[src/rtl/namuru_accum_reader_if.sv]
// ---------------------------------------------------------------------------
// namuru_accum_reader_if
//
// Bundles the two buses of the accumulation reader:
//   - Wishbone read initiator towards the correlator register window
//     (wb_adr_o, wb_dat_o, wb_sel_o, wb_cyc_o, wb_stb_o, wb_we_o outbound,
//      wb_dat_i, wb_ack_i inbound).
//   - Tagged measurement stream towards the tracking-loop data path
//     (out_data, out_tag, out_valid, out_last, out_err outbound,
//      out_ready inbound).
//
// Modports:
//   master : the reader itself (drives the bus request and the stream).
//   slave  : the environment (correlator slave port plus stream consumer).
// ---------------------------------------------------------------------------
interface namuru_accum_reader_if;

  // Wishbone read initiator
  logic [31:0] wb_adr_o;
  logic [31:0] wb_dat_o;
  logic [3:0]  wb_sel_o;
  logic        wb_cyc_o;
  logic        wb_stb_o;
  logic        wb_we_o;
  logic [31:0] wb_dat_i;
  logic        wb_ack_i;

  // Measurement stream
  logic [31:0] out_data;
  logic [7:0]  out_tag;
  logic        out_valid;
  logic        out_ready;
  logic        out_last;
  logic        out_err;

  modport master (
    output wb_adr_o, wb_dat_o, wb_sel_o, wb_cyc_o, wb_stb_o, wb_we_o,
    input  wb_dat_i, wb_ack_i,
    output out_data, out_tag, out_valid, out_last, out_err,
    input  out_ready
  );

  modport slave (
    input  wb_adr_o, wb_dat_o, wb_sel_o, wb_cyc_o, wb_stb_o, wb_we_o,
    output wb_dat_i, wb_ack_i,
    input  out_data, out_tag, out_valid, out_last, out_err,
    output out_ready
  );

endinterface

[src/rtl/namuru_accum_reader.sv]
// ---------------------------------------------------------------------------
// namuru_accum_reader
//
// Wishbone read initiator that drains correlator channel 0 after every
// accumulation interrupt. Each rising edge of accum_int (while idle and
// enabled) starts a frame of single read cycles in the order
//   E0 (status), E1 (new_data), 04, 05, ... 0D (channel 0 results).
// If bit 0 of the new_data word is clear the frame stops after E1.
// Every read word is forwarded on the valid/ready stream tagged with its
// word index; out_last marks the final word of a frame.
//
// Parameters:
//   BASE_ADDR : byte base of the register window; word w -> BASE_ADDR + 4*w.
//   TIMEOUT   : REQ cycles without ack before the read is abandoned
//               (only with NAMURU_RD_TIMEOUT_EN).
//
// Build option:
//   NAMURU_RD_TIMEOUT_EN : when defined, a read that is not acknowledged
//   within TIMEOUT cycles ends the frame with a 32'hDEAD_BEEF word flagged
//   by out_err=1 and out_last=1. When undefined, REQ waits for ack forever
//   and out_err is tied low.
//
// Ports:
//   correlator_clk : single clock for all logic.
//   rstn           : asynchronous active-low reset.
//   enable         : 1 = accept triggers in IDLE; an in-flight frame always
//                    completes.
//   accum_int      : accumulation interrupt level from the correlator.
//   overrun        : sticky, set by a trigger arriving outside IDLE.
//   clr_overrun    : synchronous clear of overrun (a simultaneous set wins).
//   bus            : Wishbone initiator and measurement stream (master).
// ---------------------------------------------------------------------------
module namuru_accum_reader #(
  parameter logic [31:0] BASE_ADDR = 32'h0000_0000,
  parameter int unsigned TIMEOUT   = 16
) (
  input  logic                        correlator_clk,
  input  logic                        rstn,
  input  logic                        enable,
  input  logic                        accum_int,
  output logic                        overrun,
  input  logic                        clr_overrun,
  namuru_accum_reader_if.master       bus
);

  typedef enum logic [1:0] {
    IDLE,
    REQ,
    PUSH
  } state_t;

  localparam logic [3:0]  NEWDATA_IDX  = 4'd1;
  localparam logic [3:0]  LAST_IDX     = 4'd11;
  localparam logic [31:0] TIMEOUT_WORD = 32'hDEAD_BEEF;

  // The counter compares against TIMEOUT-1, so anything below 2 would
  // abandon a read before the slave could possibly answer.
  if (TIMEOUT < 2) begin : g_timeout_range
    $error("namuru_accum_reader: TIMEOUT must be at least 2");
  end

  state_t     state_q, state_d;
  logic [3:0] idx_q, idx_d;
  logic       accum_int_q;
  logic       trigger;
  logic       capture;      // ack accepted this cycle
  logic       expired;      // read abandoned this cycle
  logic       timeout_hit;
  logic       enter_req;

  // Sequence index -> register word index: 0 -> E0, 1 -> E1, 2..11 -> 04..0D.
  function automatic logic [7:0] tag_of(input logic [3:0] idx);
    case (idx)
      4'd0:    return 8'hE0;
      4'd1:    return 8'hE1;
      default: return {4'h0, idx} + 8'd2;
    endcase
  endfunction

  assign trigger   = accum_int & ~accum_int_q;
  assign enter_req = (state_d == REQ) && (state_q != REQ);

  // Read-only initiator: write data, byte selects and direction are fixed.
  assign bus.wb_dat_o = 32'h0;
  assign bus.wb_sel_o = 4'hF;
  assign bus.wb_we_o  = 1'b0;

  // -------------------------------------------------------------------------
  // State register and sequence index
  // -------------------------------------------------------------------------
  always_ff @(posedge correlator_clk or negedge rstn) begin
    if (!rstn) begin
      state_q     <= IDLE;
      idx_q       <= '0;
      accum_int_q <= 1'b0;
    end else begin
      // NOTE: sequential state uses non-blocking assignments so every
      // register samples pre-edge values and updates together.
      state_q     <= state_d;
      idx_q       <= idx_d;
      accum_int_q <= accum_int;
    end
  end

  // -------------------------------------------------------------------------
  // Next-state logic
  // -------------------------------------------------------------------------
  always_comb begin
    // NOTE: every signal written here gets a default first, so no branch
    // can leave one unassigned and infer a latch.
    state_d = state_q;
    idx_d   = idx_q;
    capture = 1'b0;
    expired = 1'b0;

    unique case (state_q)
      IDLE: begin
        if (trigger && enable) state_d = REQ;
      end
      REQ: begin
        if (bus.wb_ack_i) begin
          capture = 1'b1;
          state_d = PUSH;
        end else if (timeout_hit) begin
          expired = 1'b1;
          state_d = PUSH;
        end
      end
      PUSH: begin
        if (bus.out_ready) begin
          if (bus.out_last) begin
            state_d = IDLE;
            idx_d   = '0;
          end else begin
            state_d = REQ;
            idx_d   = idx_q + 4'd1;
          end
        end
      end
      default: state_d = IDLE;
    endcase
  end

  // -------------------------------------------------------------------------
  // Bus request and stream registers
  // -------------------------------------------------------------------------
  always_ff @(posedge correlator_clk or negedge rstn) begin
    if (!rstn) begin
      bus.wb_cyc_o  <= 1'b0;
      bus.wb_stb_o  <= 1'b0;
      bus.wb_adr_o  <= BASE_ADDR;
      bus.out_valid <= 1'b0;
      bus.out_data  <= 32'h0;
      bus.out_tag   <= 8'h0;
      bus.out_last  <= 1'b0;
    end else begin
      // Request follows the next state, so cyc/stb drop on the ack edge and
      // stay low for the whole PUSH phase.
      bus.wb_cyc_o  <= (state_d == REQ);
      bus.wb_stb_o  <= (state_d == REQ);
      bus.out_valid <= (state_d == PUSH);

      if (enter_req) begin
        bus.wb_adr_o <= BASE_ADDR + {22'd0, tag_of(idx_d), 2'b00};
      end

      // Stream word only changes while in REQ, so it is held for all of PUSH.
      if (capture) begin
        bus.out_data <= bus.wb_dat_i;
        bus.out_tag  <= tag_of(idx_q);
        bus.out_last <= (idx_q == LAST_IDX) ||
                        ((idx_q == NEWDATA_IDX) && !bus.wb_dat_i[0]);
      end else if (expired) begin
        bus.out_data <= TIMEOUT_WORD;
        bus.out_tag  <= tag_of(idx_q);
        bus.out_last <= 1'b1;
      end
    end
  end

  // -------------------------------------------------------------------------
  // Overrun: any trigger outside IDLE is dropped and remembered
  // -------------------------------------------------------------------------
  always_ff @(posedge correlator_clk or negedge rstn) begin
    if (!rstn) begin
      overrun <= 1'b0;
    end else if (trigger && (state_q != IDLE)) begin
      overrun <= 1'b1;
    end else if (clr_overrun) begin
      overrun <= 1'b0;
    end
  end

  // -------------------------------------------------------------------------
  // Optional read timeout
  // -------------------------------------------------------------------------
`ifdef NAMURU_RD_TIMEOUT_EN
  localparam int CNT_W = $clog2(TIMEOUT);

  logic [CNT_W-1:0] cnt_q;

  // Counts REQ cycles of the current read; restarts for every new read.
  always_ff @(posedge correlator_clk or negedge rstn) begin
    if (!rstn) begin
      cnt_q <= '0;
    end else if (enter_req) begin
      cnt_q <= '0;
    end else if (state_q == REQ) begin
      cnt_q <= cnt_q + CNT_W'(1);
    end
  end

  assign timeout_hit = (cnt_q == CNT_W'(TIMEOUT - 1));

  always_ff @(posedge correlator_clk or negedge rstn) begin
    if (!rstn) begin
      bus.out_err <= 1'b0;
    end else if (capture) begin
      bus.out_err <= 1'b0;
    end else if (expired) begin
      bus.out_err <= 1'b1;
    end
  end
`else
  assign timeout_hit = 1'b0;
  assign bus.out_err = 1'b0;
`endif

endmodule
[src/flat_wrapper.sv]
// flat-port wrapper written by rule: the top's interface ports become plain ports
module namuru_accum_reader_flat 
#(
  parameter logic [31:0] BASE_ADDR = 32'h0000_0000,
  parameter int unsigned TIMEOUT   = 16
)
  (correlator_clk, rstn, enable, accum_int, overrun, clr_overrun, bus_wb_adr_o, bus_wb_dat_o, bus_wb_sel_o, bus_wb_cyc_o, bus_wb_stb_o, bus_wb_we_o, bus_wb_dat_i, bus_wb_ack_i, bus_out_data, bus_out_tag, bus_out_valid, bus_out_last, bus_out_err, bus_out_ready);
  namuru_accum_reader_if bus_i ();
  input  logic correlator_clk;
  input  logic rstn;
  input  logic enable;
  input  logic accum_int;
  output logic overrun;
  input  logic clr_overrun;
  output wire logic [$bits(bus_i.wb_adr_o)-1:0] bus_wb_adr_o;
  output wire logic [$bits(bus_i.wb_dat_o)-1:0] bus_wb_dat_o;
  output wire logic [$bits(bus_i.wb_sel_o)-1:0] bus_wb_sel_o;
  output wire logic [$bits(bus_i.wb_cyc_o)-1:0] bus_wb_cyc_o;
  output wire logic [$bits(bus_i.wb_stb_o)-1:0] bus_wb_stb_o;
  output wire logic [$bits(bus_i.wb_we_o)-1:0] bus_wb_we_o;
  input wire logic [$bits(bus_i.wb_dat_i)-1:0] bus_wb_dat_i;
  input wire logic [$bits(bus_i.wb_ack_i)-1:0] bus_wb_ack_i;
  output wire logic [$bits(bus_i.out_data)-1:0] bus_out_data;
  output wire logic [$bits(bus_i.out_tag)-1:0] bus_out_tag;
  output wire logic [$bits(bus_i.out_valid)-1:0] bus_out_valid;
  output wire logic [$bits(bus_i.out_last)-1:0] bus_out_last;
  output wire logic [$bits(bus_i.out_err)-1:0] bus_out_err;
  input wire logic [$bits(bus_i.out_ready)-1:0] bus_out_ready;
  assign bus_wb_adr_o = bus_i.wb_adr_o;
  assign bus_wb_dat_o = bus_i.wb_dat_o;
  assign bus_wb_sel_o = bus_i.wb_sel_o;
  assign bus_wb_cyc_o = bus_i.wb_cyc_o;
  assign bus_wb_stb_o = bus_i.wb_stb_o;
  assign bus_wb_we_o = bus_i.wb_we_o;
  assign bus_i.wb_dat_i = bus_wb_dat_i;
  assign bus_i.wb_ack_i = bus_wb_ack_i;
  assign bus_out_data = bus_i.out_data;
  assign bus_out_tag = bus_i.out_tag;
  assign bus_out_valid = bus_i.out_valid;
  assign bus_out_last = bus_i.out_last;
  assign bus_out_err = bus_i.out_err;
  assign bus_i.out_ready = bus_out_ready;
  namuru_accum_reader #(.BASE_ADDR(BASE_ADDR), .TIMEOUT(TIMEOUT)) u_core (.correlator_clk(correlator_clk), .rstn(rstn), .enable(enable), .accum_int(accum_int), .overrun(overrun), .clr_overrun(clr_overrun), .bus(bus_i));
endmodule
[config.mk]
export PLATFORM = sky130hd
export DESIGN_NAME = namuru_accum_reader_flat
export DESIGN_NICKNAME = d
export VERILOG_FILES = /design/src/rtl/namuru_accum_reader_if.sv /design/src/rtl/namuru_accum_reader.sv /design/src/flat_wrapper.sv
export SDC_FILE = /design/constraint.sdc
export NUM_CORES = 1
export LEC_CHECK = 0
export BUFFER_PORTS_ARGS = -buffer_cell sky130_fd_sc_hd__buf_2
export CAP_MARGIN = 0
export CORE_UTILIZATION = 30
export DETAILED_ROUTE_END_ITERATION = 6
export HOLD_SLACK_MARGIN = 0.02
export PLACE_DENSITY = 0.59
export SLEW_MARGIN = 0
export SYNTH_ARGS = -nofsm -noshare
export SYNTH_HDL_FRONTEND = slang
export SYNTH_SLANG_ARGS = --single-unit
[constraint.sdc]
create_clock -name correlator_clk -period 2.05 [get_ports correlator_clk]
set_input_delay 0.41 -clock correlator_clk [delete_from_list [all_inputs] [get_ports correlator_clk]]
set_output_delay 0.41 -clock correlator_clk [all_outputs]
set_load 0.02 [all_outputs]
==> reports/metrics.csv <==
metric,value,unit
WL/cell,11.7,µm
number of synthesized register bits,55,
clk_skew,0.00603,ns
final core occ,36.4,%
input/output buffers,91,
H-tree levels,2,
Die Height,98.3,µm
CTS Buf Count,5,
Netlist Area Pre-Place,2780,µm²
area of the core,8850,µm²
initial cell density of the core,31.5,%
Post-Syn Instances,241,
max-slew violations,0,
Arrival @ worst endpoint,2.15,ns
Avg Inst Size Synth,11.6,µm²
clk_lat worst skew,0.30,ns
die area,9670,µm²
DR vias,1831,
# clock sinks,55,
first-pass GRT wire length,8160,µm
Syn. warnings,0,
CP startpoint kind,flip-flop,
leakage power,1.67,nW
Root Driver,clkbuf_8,
MaxCap Viol Count,0,
row cnt,34,
worst-path maximum fanout,5,
DR pass1 iterations,7,
Die W,98.3,µm
largest net degree at the start of global routing,47,
status,"finished, violations left",
Setup CP Type,reg2reg,
Post-synth top cells,"67 x buf_4, 55 x dfrtp_1, 36 x mux2_2, 12 x o21ai_0, 11 x nand2_1",
"Setup violations, final",0,
ys async rst share,100,%
GRT Total Usage,10.6,%
final worst path period share,93.4,%
routed vias/inst,4.15,
RePlAce Congestion,0.750,
DRC,9,
highest achievable clock rate,522,MHz
Synth area leader,dfrtp_1,
maximum clock insertion buffer count,2,
CTS tree,done,
maximum VDD drop,0.000750,V
layout overhead on the synthesized area,15.8,%
vias in the first global route,1752,
remaining antenna violation count after routing,0,
Ports,154,
initial DRC count,46,
sequential share of the synthesized area,49.4,%
Slew @ Worst Pin,0.529,ns
normalized max-slew margin,64.7,%
violated checks,design-rule violations,
leading post-synthesis cells by cell area,"dfrtp_1 49%, buf_4 18%, mux2_2 15%",
"EDFF count, synth",0,
top cell type's share of synthesized area,49.4,%
Diodes inserted,0,
clock-pin slew on the worst setup and hold paths,0.10,ns
CP required,2.29,ns
antenna violations before repair,0,
overall routed net length,5160,µm
"count leader, synth",buf_4,
final hold slack,0.0731,ns
final hold violations,0,
gr ovfl total,0,
layout cells sized above 1,44.1,%
minimum clock period,1.91,ns
Synth Flop Type,dfrtp_1,
Unique masters post-synth,32,
Nets,376,
post-DP HPWL,3840,µm
crit end category,flip-flop,
pwr dens,1460,nW/µm²
Hold Path Class,in2async,
-- area by class of cell --
type,instances,area (µm²)
Tap cell,108,135
Multi-Input combinational cell,163,1060
Clock inverter,2,12.5
Fill cell,903,5620
Timing Repair Buffer,101,543
Sequential cell,55,1380
Clock buffer,6,72.6
Inverter,6,22.5
-- where the power goes --
group	switching [mW]	leakage [nW]	internal, mW	total [mW]
combinational	1.34	0.971	0.939	2.28
sequential	0.266	0.660	1.57	1.84
clock	0.344	0.0412	0.240	0.584
total	1.95	1.67	2.75	4.70
-- worst max-delay path: stages (launching register included) --
cell and delay [ns]:
dfrtp_1 0.42, inv_1 0.10, ha_1 0.29, inv_1 0.06
o31ai_2 0.26, ha_1 0.21, o21ai_0 0.07, or3_1 0.32
a21oi_2 0.11
-- kinds of logic after synthesis --
kind of cell,synth area share (%)
multiplexers,14.6
buffers and inverters,20.7
flip-flops,49.4
adder cells (fa/ha/maj),2.25
AO/OA/AOI/OAI,5.98
other,0.270
XOR/XNOR,0.315
AND/OR/NAND/NOR,6.52
-- final timing paths --
check | startpoint | end | slack, ns | cells after the start
setup / recovery | u_core.idx_q[1]$_DFF_PN0_ | u_core.bus.wb_adr_o[5]$_DFFE_PN0P_ | 0.14 | 8
hold / removal | rstn | u_core.bus.out_data[22]$_DFFE_PN0P_ | 0.07 | 1
setup reg to reg | u_core.idx_q[1]$_DFF_PN0_ | u_core.bus.wb_adr_o[5]$_DFFE_PN0P_ | 0.14 | 8
hold reg to reg | u_core.accum_int_q$_DFF_PN0_ | u_core.overrun$_DFFE_PN0P_ | 0.48 | 1
max in group asynchronous | rstn | u_core.bus.out_data[0]$_DFFE_PN0P_ | 1.33 | 2
min in group correlator_clk | accum_int | u_core.accum_int_q$_DFF_PN0_ | 0.23 | 1
-- layout by cell type, fill, tap and decap left out, drive strengths merged, types with 2 or more instances in the layout --
| cell type | count |
|---|---|
| buf | 101 |
| nor2b | 2 |
| mux2 | 36 |
| or3 | 2 |
| nor4b | 2 |
| dfrtp | 55 |
| o31ai | 3 |
| nand2 | 11 |
| clkbuf | 6 |
| nand3 | 2 |
| inv | 6 |
| conb | 62 |
| a21oi | 6 |
| nand2b | 2 |
| nor3b | 2 |
| ha | 5 |
| nand3b | 2 |
| nor2 | 5 |
| o21ai | 12 |
-- state kept, by name (all words and copies together) (netlist names) --
name,flops
u_core.bus.out_data,32
u_core.state_q,2
u_core.accum_int_q,1
u_core.bus.out_valid,1
u_core.overrun,1
u_core.bus.out_last,1
u_core.bus.wb_adr_o,6
u_core.idx_q,4
u_core.bus.wb_cyc_o,1
u_core.bus.out_tag,6
-- stage by stage --
step | setup TNS, ns | cell area (µm²) | worst slack (ns) | instances | total power [mW]
floorplan | 0 | 3010 | 0.0489 | 301 | 3.48
global placement | 0 | 3100 | 0.152 | 428 | 4.08
detailed placement | 0 | 3100 | 0.0981 | 428 | 4.13
CTS | 0 | 3180 | 0.0757 | 436 | 4.73
global route | -0.00596 | 3220 | -0.00596 | 441 | 5.05
finish | 0 | 3220 | 0.135 | 441 | 4.70
-- repair_timing --
action / CTS / global route
hold buffers: 0 / 0
endpoints found under the setup margin: 0 / 1
endpoints found under the hold margin: 0 / 0
setup buffers: 0 / 5
gates resized for setup: 0 / 1
-- layer usage --
layer / routed length (µm) / vias up / GRT usage, %
li1: - / 858 / -
met1: 2210 / 868 / 13.3
met2: 2400 / 101 / 17.1
met3: 490 / 4 / 3.51
met4: 55 / 0 / 3.79
met5: 0 / - / 0
(Power assumes the default switching activity.)
